`src/rtl/vga_ctrl_pkg.sv`:
```
// Shared types and constants for the VGA controller slice: code word width,
// scheduler state encoding and the 640x480@60 timing numbers.
package vga_ctrl_pkg;

  // Two RGB444 colours: left in [23:12], right in [11:0].
  localparam int CODE_W = 24;

  // 640x480@60 frame geometry, in pixel clocks and lines.
  localparam int H_TOTAL   = 800;
  localparam int V_TOTAL   = 525;
  localparam int V_VISIBLE = 480;
  localparam int V_FP      = 10;
  localparam int V_SYNC    = 2;

  // Scheduler state: IDLE = shadow empty, PEND = shadow holds an uncommitted word.
  typedef enum logic {
    ST_IDLE = 1'b0,
    ST_PEND = 1'b1
  } sched_state_t;

  // Next value of the pointer: after granting req0 the next contention goes to req1.
  function automatic logic rr_next_prefer1(input logic [1:0] gnt);
    return gnt[0];
  endfunction

endpackage

```
`src/rtl/rr_arb2.sv`:
```
// Two-way round-robin arbiter. The grant is combinational from the request
// vector; the priority pointer moves only when the granted transfer is taken.
module rr_arb2
  import vga_ctrl_pkg::*;
(
  input  logic       clk,
  input  logic       rst,
  input  logic [1:0] req,
  input  logic       advance,
  output logic [1:0] gnt
);

  // High when requester 1 wins the next contention.
  logic r_prefer1;

  // One-hot grant: a lone requester always wins, contention resolved by pointer.
  always_comb begin
    case (req)
      2'b01:   gnt = 2'b01;
      2'b10:   gnt = 2'b10;
      2'b11:   gnt = r_prefer1 ? 2'b10 : 2'b01;
      default: gnt = 2'b00;
    endcase
  end

  // Pointer update on an accepted transfer; reset favours requester 0.
  always_ff @(posedge clk) begin
    if (rst) begin
      r_prefer1 <= 1'b0;
    end else if (advance) begin
      r_prefer1 <= rr_next_prefer1(gnt);
    end
  end

endmodule

```
`src/rtl/vga_code_scheduler.sv`:
```
// Code word scheduler for the VGA controller. Two requesters arbitrate for a
// single-entry shadow buffer; the buffered word is committed to `code` only
// on a VSYNC falling edge so colour changes never tear mid-frame. Also counts
// frames (VSYNC falling edges) for software pacing.
module vga_code_scheduler
  import vga_ctrl_pkg::*;
#(
  parameter int                CODE_W     = vga_ctrl_pkg::CODE_W,
  parameter logic [CODE_W-1:0] RESET_CODE = 24'h000000,
  parameter int                FCNT_W     = 16
) (
  input  logic              clk,
  input  logic              rst,
  input  logic              vsync,
  input  logic              req0_valid,
  input  logic [CODE_W-1:0] req0_code,
  output logic              req0_ready,
  input  logic              req1_valid,
  input  logic [CODE_W-1:0] req1_code,
  output logic              req1_ready,
  output logic [CODE_W-1:0] code,
  output logic              commit,
  output logic              pending,
  output logic              last_src,
  output logic [FCNT_W-1:0] frame_cnt
);

  sched_state_t      r_state;
  logic              r_vsync_d;
  logic [CODE_W-1:0] r_shadow;
  logic [CODE_W-1:0] r_code;
  logic              r_commit;
  logic              r_pending;
  logic              r_last_src;
  logic [FCNT_W-1:0] r_frame_cnt;

  logic              w_vs_fall;
  logic              w_open;
  logic [1:0]        w_req;
  logic [1:0]        w_gnt;
  logic              w_ready0;
  logic              w_ready1;
  logic              w_accept;
  logic              w_acc_src;
  logic [CODE_W-1:0] w_acc_code;

  // Only the first low cycle after a high one counts as an edge.
  assign w_vs_fall = r_vsync_d & ~vsync;

  // Readies may only open while the shadow is empty and reset is released.
  assign w_open = (r_state == ST_IDLE) && !rst;
  assign w_req  = {req1_valid, req0_valid};

  rr_arb2 u_arb (
    .clk     (clk),
    .rst     (rst),
    .req     (w_req),
    .advance (w_accept),
    .gnt     (w_gnt)
  );

  // Ready/accept decode from the arbiter grant; at most one ready is high.
  always_comb begin
    w_ready0   = w_open & w_gnt[0];
    w_ready1   = w_open & w_gnt[1];
    w_accept   = (req0_valid & w_ready0) | (req1_valid & w_ready1);
    w_acc_src  = w_ready1;
    if (w_ready1) begin
      w_acc_code = req1_code;
    end else begin
      w_acc_code = req0_code;
    end
  end

  // VSYNC delay register for falling-edge detection; idles high like VSYNC.
  always_ff @(posedge clk) begin
    if (rst) begin
      r_vsync_d <= 1'b1;
    end else begin
      r_vsync_d <= vsync;
    end
  end

  // Frame counter: one count per VSYNC falling edge, wraps naturally.
  always_ff @(posedge clk) begin
    if (rst) begin
      r_frame_cnt <= '0;
    end else if (w_vs_fall) begin
      r_frame_cnt <= r_frame_cnt + {{(FCNT_W-1){1'b0}}, 1'b1};
    end
  end

  // Scheduler FSM: accept into the shadow in IDLE, commit to `code` on the next
  // VSYNC fall in PEND. An accept coinciding with a fall waits a full frame.
  always_ff @(posedge clk) begin
    if (rst) begin
      r_state    <= ST_IDLE;
      r_shadow   <= '0;
      r_code     <= RESET_CODE;
      r_commit   <= 1'b0;
      r_pending  <= 1'b0;
      r_last_src <= 1'b0;
    end else begin
      r_commit <= 1'b0;
      case (r_state)
        ST_IDLE: begin
          if (w_accept) begin
            r_shadow   <= w_acc_code;
            r_last_src <= w_acc_src;
            r_pending  <= 1'b1;
            r_state    <= ST_PEND;
          end
        end
        ST_PEND: begin
          if (w_vs_fall) begin
            r_code    <= r_shadow;
            r_commit  <= 1'b1;
            r_pending <= 1'b0;
            r_state   <= ST_IDLE;
          end
        end
        default: begin
          r_pending <= 1'b0;
          r_state   <= ST_IDLE;
        end
      endcase
    end
  end

  assign req0_ready = w_ready0;
  assign req1_ready = w_ready1;
  assign code       = r_code;
  assign commit     = r_commit;
  assign pending    = r_pending;
  assign last_src   = r_last_src;
  assign frame_cnt  = r_frame_cnt;

endmodule

```
`config.mk`:
```
export PLATFORM = sky130hd
export DESIGN_NAME = vga_code_scheduler
export DESIGN_NICKNAME = d
export VERILOG_FILES = /design/src/rtl/vga_ctrl_pkg.sv /design/src/rtl/rr_arb2.sv /design/src/rtl/vga_code_scheduler.sv
export SDC_FILE = /design/constraint.sdc
export NUM_CORES = 1
export LEC_CHECK = 0
export ABC_CLOCK_PERIOD_IN_PS = 2850
export CORE_MARGIN = 2
export CORE_UTILIZATION = 49
export DETAILED_ROUTE_END_ITERATION = 8
export DONT_BUFFER_PORTS = 1
export SYNTH_ARGS = -nofsm -noshare
export SYNTH_HDL_FRONTEND = slang
export SYNTH_SLANG_ARGS = --single-unit
```
`constraint.sdc`:
```
create_clock -name clk -period 2.85 [get_ports clk]
set_input_delay 0.57 -clock clk [delete_from_list [all_inputs] [get_ports clk]]
set_output_delay 0.57 -clock clk [all_outputs]
set_load 0.02 [all_outputs]
```
==> results of run 1 <==
[cell type report]
class / instances / area (um2)
tap: 72 / 90.1
multi-input combinational: 250 / 1280
sequential: 70 / 1400
clock inverter: 7 / 98.8
inverter: 6 / 22.5
fill: 542 / 2460
timing repair buffer: 4 / 30.0
clock buffer: 9 / 124
[registers in the layout, summed over array words and instances, names as in the netlist]
signal and cells:
code 24, r_shadow 24, frame_cnt 16, commit 1, last_src 1, pending 1
r_state 1, r_vsync_d 1, u_arb.r_prefer1 1
[worst max path at each step]
stage	start	endpoint	slack, ns	cells past startpoint
floorplan	rst	req1_ready	0.82	4
global placement	vsync	frame_cnt[15]$_SDFFE_PP0P_	0.77	4
detailed placement	vsync	frame_cnt[15]$_SDFFE_PP0P_	0.76	4
CTS	frame_cnt[2]$_SDFFE_PP0P_	frame_cnt[15]$_SDFFE_PP0P_	0.83	4
global route	frame_cnt[2]$_SDFFE_PP0P_	frame_cnt[15]$_SDFFE_PP0P_	0.68	4
finish	frame_cnt[2]$_SDFFE_PP0P_	frame_cnt[15]$_SDFFE_PP0P_	0.83	4
[per-layer routing]
layer | wire length [um] | up-vias
li1 | - | 1165
met5 | 0 | -
met3 | 484 | 8
met4 | 91 | 0
met1 | 2850 | 1078
met2 | 2810 | 71
[power groups by stage]
stage                     Sequential (uW)  Combinational, uW  Clock (uW)
final                                1060                127         882
after global routing                 1070                146         952
after CTS                            1060                129         902
after detailed placement             1080                129           0
after global placement               1080                126           0
after floorplan                      1080                121           0
[placed cells by master (no fill, tap or decap), drive strengths merged, types with 2 or more instances in the layout]
cell type  Yosys  routed
o21ai          3       3
nand2        104     104
mux2           3       3
nor2b          5       5
bufinv         0       2
nor4           3       3
dfxtp         70      70
o31ai          3       3
buf            5       4
or3            2       2
nor2          40      40
clkinv         0       4
or4            5       5
nand3          4       4
nand2b         2       2
a311oi        24      24
a21oi         31      31
xor2           3       3
inv            6       6
xnor2          4       4
or2            3       3
nand4          3       3
clkbuf        20       9
[cells by family after synthesis]
logic type                 synth area share
and+or+nand+nor                       0.267
buffers and inverters                0.0420
xor gates and xnor gates             0.0219
DFF                                   0.500
AOI/OAI and AO/OA                     0.149
adders and majority gates           0.00447
muxes                                0.0156
[metrics by stage]
step	setup slack [ns]	instances	total power, uW
after detailed placement	0.762	402	1210
after floorplan	0.815	351	1200
after CTS	0.831	418	2090
final	0.826	418	2070
after global placement	0.771	402	1210
after global routing	0.685	418	2170
==> impl_metrics.toml, run 1 <==
[global_route]
busiest_layer = "met2"
groute.usage.overall = 0.203
antenna_found_initial = 0
met1_usage = 0.253
grt_pass1_vias = 2149
use_met3 = 0.0633
grt_overflow_total = 0
grt_max_degree = 75
grt_util_met2 = 0.322
grt_pass1_wl_um = 10000

[cells_and_area]
fin_nets = 395
stdcell_area_mm2 = 0.00305
final_util = 0.554
drive_gt1_frac = 0.0838
syn_to_final_growth_pct = 8.84
diodes = 0

[setup_path]
crit_path_max_incr_delay_ns = 0.67
endpoint_kind = "register"
cp.arrival_ns = 2.30
critPathSlowestCell = "or4_1"
path_cells = "nand3b_4 -> or4_1 -> or4_1 -> a21oi_1"
crit_fanout = 7
startpoint_type = "register"
rrSetupSlack_ns = 0.83
timing.rr.start = "frame_cnt[2]$_SDFFE_PP0P_"
path_class = "register to register"
crit_top_cell = "or4_1"
worstPathRequired_ns = 3.12
r2r-end = "frame_cnt[15]$_SDFFE_PP0P_"
r2r_cells = 4
crit_buf_inv = 0
critPathTopFamily = "simple AND/OR/NAND/NOR gates"

[pwr]
swShare = 0.243
p_switching_uw = 503
p_seq_frac = 0.513
p_per_area_mw_per_mm2 = 679
intPower_uw = 1570
leakagePower_uw = 0.00107
ir_drop_uv = 320
clkPwrFrac = 0.426
power.share.combinational = 0.061

[clock_tree]
cts.sinks = 70
path_clk_slew_ns = 0.08
clockBufferDepth = 2
cts-root-buf = "clkbuf_8"
post_cts_buffers = 0
htree_num_levels = 3
cts_tree = "yes"
cts_resized = 0
insertion_delay_ns = 0.34
holdBufCountCts = 0
numCtsBuffers = 9

[logic_synthesis]
async_flop_share = 0
synthesis.area_mm2 = 0.00280
synth.distinct_cells = 31
synth_top_area_share = 0.500
synth_top_flop_cell = "dfxtp_1"
yosysWarnings = 0
synth_nets = 405
ys_seq_area_frac = 0.500
ys_ff_latch = 70
syn_inst = 351
synth_edf_count = 0
avgSynthCellArea_um2 = 7.98
ys_top_cells_by_count = "nand2_1 (104), dfxtp_1 (70), nor2_1 (40)"
synth.largest_area_cell = "dfxtp_1"
yosysMostFrequentCell = "nand2_1"
ys_top_cells_by_area = "dfxtp_1 (50%), nand2_1 (14%), a311oi_1 (7.5%), a21oi_1 (5.5%), nor2_1 (5.4%)"

[min_path]
hold_path_end = "pending$_SDFFE_PP0P_"
hold_path_depth = 1
hp-class = "input pin to register"
min_from = "rst"

[placed_design]
io_buffers = 0
place_area_mm2 = 0.00283
gp_congestion = 0.695
place.detailed.hpwl_um = 4130

[timing]
rsz0062_at_grt = "no"
hold_viol_final = 0
period_minus_slack_ns = 2.02
maxSlewViolCount = 0
whs_ns = 0.311
skew_ns = 0.0168
fin_setup_tns_ns = 0
fmax_ghz = 0.494
slew_headroom = 0.634
worst_pin_slew_ns = 0.547
min_period_over_period = 0.710
setup_viol = 0

[run_status]
status = "finished, final reports clean"

[die]
io-pin-count = 98
initial_core_util = 0.509
fp-row-count = 27
die-area_mm2 = 0.00634
core_mm2 = 0.00551
chipHeight_um = 79.6
dieWidth_um = 79.6

[detailed_routing]
vias = 2322
antenna_left = 0
via_per_inst = 5.56
post_drt_wl_per_cell_um = 14.9
finalWirelength_um = 6230
drt-initial-drc-count = 130
drcViolationCount = 0
firstDrtPassIters = 4

[run]
cap_violations = 0
(Power assumes the default switching activity.)
==> run 2: changes to the inputs <==
--- a/config.mk
+++ b/config.mk
@@ -5,7 +5,7 @@
 export SDC_FILE = /design/constraint.sdc
 export NUM_CORES = 1
 export LEC_CHECK = 0
-export ABC_CLOCK_PERIOD_IN_PS = 2850
+export ABC_CLOCK_PERIOD_IN_PS = 1900
 export CORE_MARGIN = 2
 export CORE_UTILIZATION = 49
 export DETAILED_ROUTE_END_ITERATION = 8
==> constraint.sdc (replaced) <==
create_clock -name clk -period 1.9 [get_ports clk]
set_input_delay 0.38 -clock clk [delete_from_list [all_inputs] [get_ports clk]]
set_output_delay 0.38 -clock clk [all_outputs]
set_load 0.02 [all_outputs]
==> impl_metrics.toml, run 2 (synthesis results as in run 1) <==
[run_status]
status = "finished, final reports clean"

[die]
io-pin-count = 98
initial_core_util = 0.509
die-area_mm2 = 0.00634
fp-row-count = 27
chipHeight_um = 79.6
dieWidth_um = 79.6
core_mm2 = 0.00551

[clock_tree]
clockBufferDepth = 2
htree_num_levels = 3
insertion_delay_ns = 0.33
holdBufCountCts = 0
cts_tree = "yes"
numCtsBuffers = 9
cts-root-buf = "clkbuf_8"
cts_resized = 0
path_clk_slew_ns = 0.08
post_cts_buffers = 0
cts.sinks = 70

[pwr]
clkPwrFrac = 0.400
p_per_area_mw_per_mm2 = 961
ir_drop_uv = 596
leakagePower_uw = 0.00113
p_switching_uw = 713
swShare = 0.237
p_seq_frac = 0.528
intPower_uw = 2290
power.share.combinational = 0.071

[cells_and_area]
drive_gt1_frac = 0.118
fin_nets = 406
multi_input_area_mm2 = 0.00129
nFillCells = 553
final_cell_mix = "nand2_1 (104), dfxtp_1 (68), nor2_1 (40)"
layout_commonest_cell = "nand2_1"
diodes = 0
syn_to_final_growth_pct = 11.7
stdcell_area_mm2 = 0.00313
seq_area_mm2 = 0.00140

[timing]
maxSlewViolCount = 0
worst_pin_slew_ns = 0.537
period_minus_slack_ns = 1.79
setup_viol = 0
hold_viol_final = 0
rsz0062_at_grt = "no"
fin_setup_tns_ns = 0
skew_ns = 0.00831
min_period_over_period = 0.940
slew_headroom = 0.641
fmax_ghz = 0.560

[setup_path]
endpoint_kind = "primary output"
crit_path_start = "r_state$_SDFF_PP0_"
cp.arrival_ns = 1.41
rrSetupSlack_ns = 0.17
timing.rr.start = "frame_cnt[2]$_SDFFE_PP0P_"
path_class = "register to primary output"
worstPathRequired_ns = 1.52
r2r-end = "frame_cnt[15]$_SDFFE_PP0P_"
crit_fanout = 25
startpoint_type = "register"
r2r_cells = 4

[global_route]
antenna_found_initial = 0
grt_pass1_wl_um = 10100
groute.usage.overall = 0.205
grt_max_degree = 75
grt_overflow_total = 0
grt_pass1_vias = 2142

[detailed_routing]
antenna_left = 0
vias = 2329
via_per_inst = 5.43
firstDrtPassIters = 4
finalWirelength_um = 6460
drt-initial-drc-count = 132
post_drt_wl_per_cell_um = 15.1
drcViolationCount = 0

[placed_design]
place.detailed.hpwl_um = 4210
place_area_mm2 = 0.00292
gp_congestion = 0.722
io_buffers = 0

[run]
cap_violations = 0

[min_path]
hold_path_depth = 1
min_from = "rst"
hp-class = "input pin to register"
hold_path_end = "frame_cnt[1]$_SDFFE_PP0P_"
==> run 2: changes by cell type in the layout (fill, tap and decap cells not counted), sizes merged <==
cell      before  now
buf            4   15
clkbuf         9   12
bufinv         2    1
clkinv         4    3
clkinvlp       1    0
==> run 2: how the worst max path moves through the flow <==
stage | end | slack, ns | cells past startpoint
after floorplan | frame_cnt[15]$_SDFFE_PP0P_ | 0.005 | 5
after global placement | frame_cnt[15]$_SDFFE_PP0P_ | 0.06 | 4
after detailed placement | frame_cnt[15]$_SDFFE_PP0P_ | 0.05 | 4
after CTS | frame_cnt[15]$_SDFFE_PP0P_ | 0.1 | 4
after global routing | req1_ready | 0.01 | 3
final | req1_ready | 0.11 | 3
==> run 2: critical path, cell delays in order (launching register included) <==
cell and delay (ns):
dfxtp_1 0.36, nor2_1 0.16, nand3_1 0.14, inv_2 0.43
==> run 2: final cells by class <==
cell class / instances / area share
Sequential cell: 70 / 0.449
Clock inverter: 4 / 0.0144
Inverter: 6 / 0.00720
Multi-Input combinational cell: 250 / 0.411
Tap cell: 72 / 0.0288
Clock buffer: 12 / 0.0496
Timing Repair Buffer: 15 / 0.0400
==> run 2: stage by stage <==
stage,utilization,total power [uW],hold WS (ns),std cells,setup slack [ns]
floorplan,-,1800,0.432,351,0.00456
global placement,0.531,1830,0.433,413,0.0632
detailed placement,0.531,1840,0.436,413,0.0455
CTS,0.567,3040,0.0965,429,0.0973
global route,0.568,3140,0.0849,429,0.00988
finish,0.568,3010,0.107,429,0.113
==> run 2: per-layer routing <==
| layer | share of wire | global-route usage | wire length, um | up-vias |
|---|---|---|---|---|
| met5 | 0 | 0 | 0 | - |
| met4 | 0.0091 | 0.0776 | 59 | 0 |
| met3 | 0.083 | 0.0690 | 537 | 7 |
| met2 | 0.45 | 0.318 | 2930 | 71 |
| met1 | 0.45 | 0.265 | 2930 | 1065 |
| li1 | - | - | - | 1186 |
==> run 2: power groups by stage <==
stage          sequential, uW  clock [uW]  combinational (uW)
5_1_grt                  1600        1300                 243
3_5_place_dp             1620           0                 216
2_1_floorplan            1620           0                 181
4_1_cts                  1590        1240                 217
3_3_place_gp             1620           0                 210
6_report                 1590        1200                 215
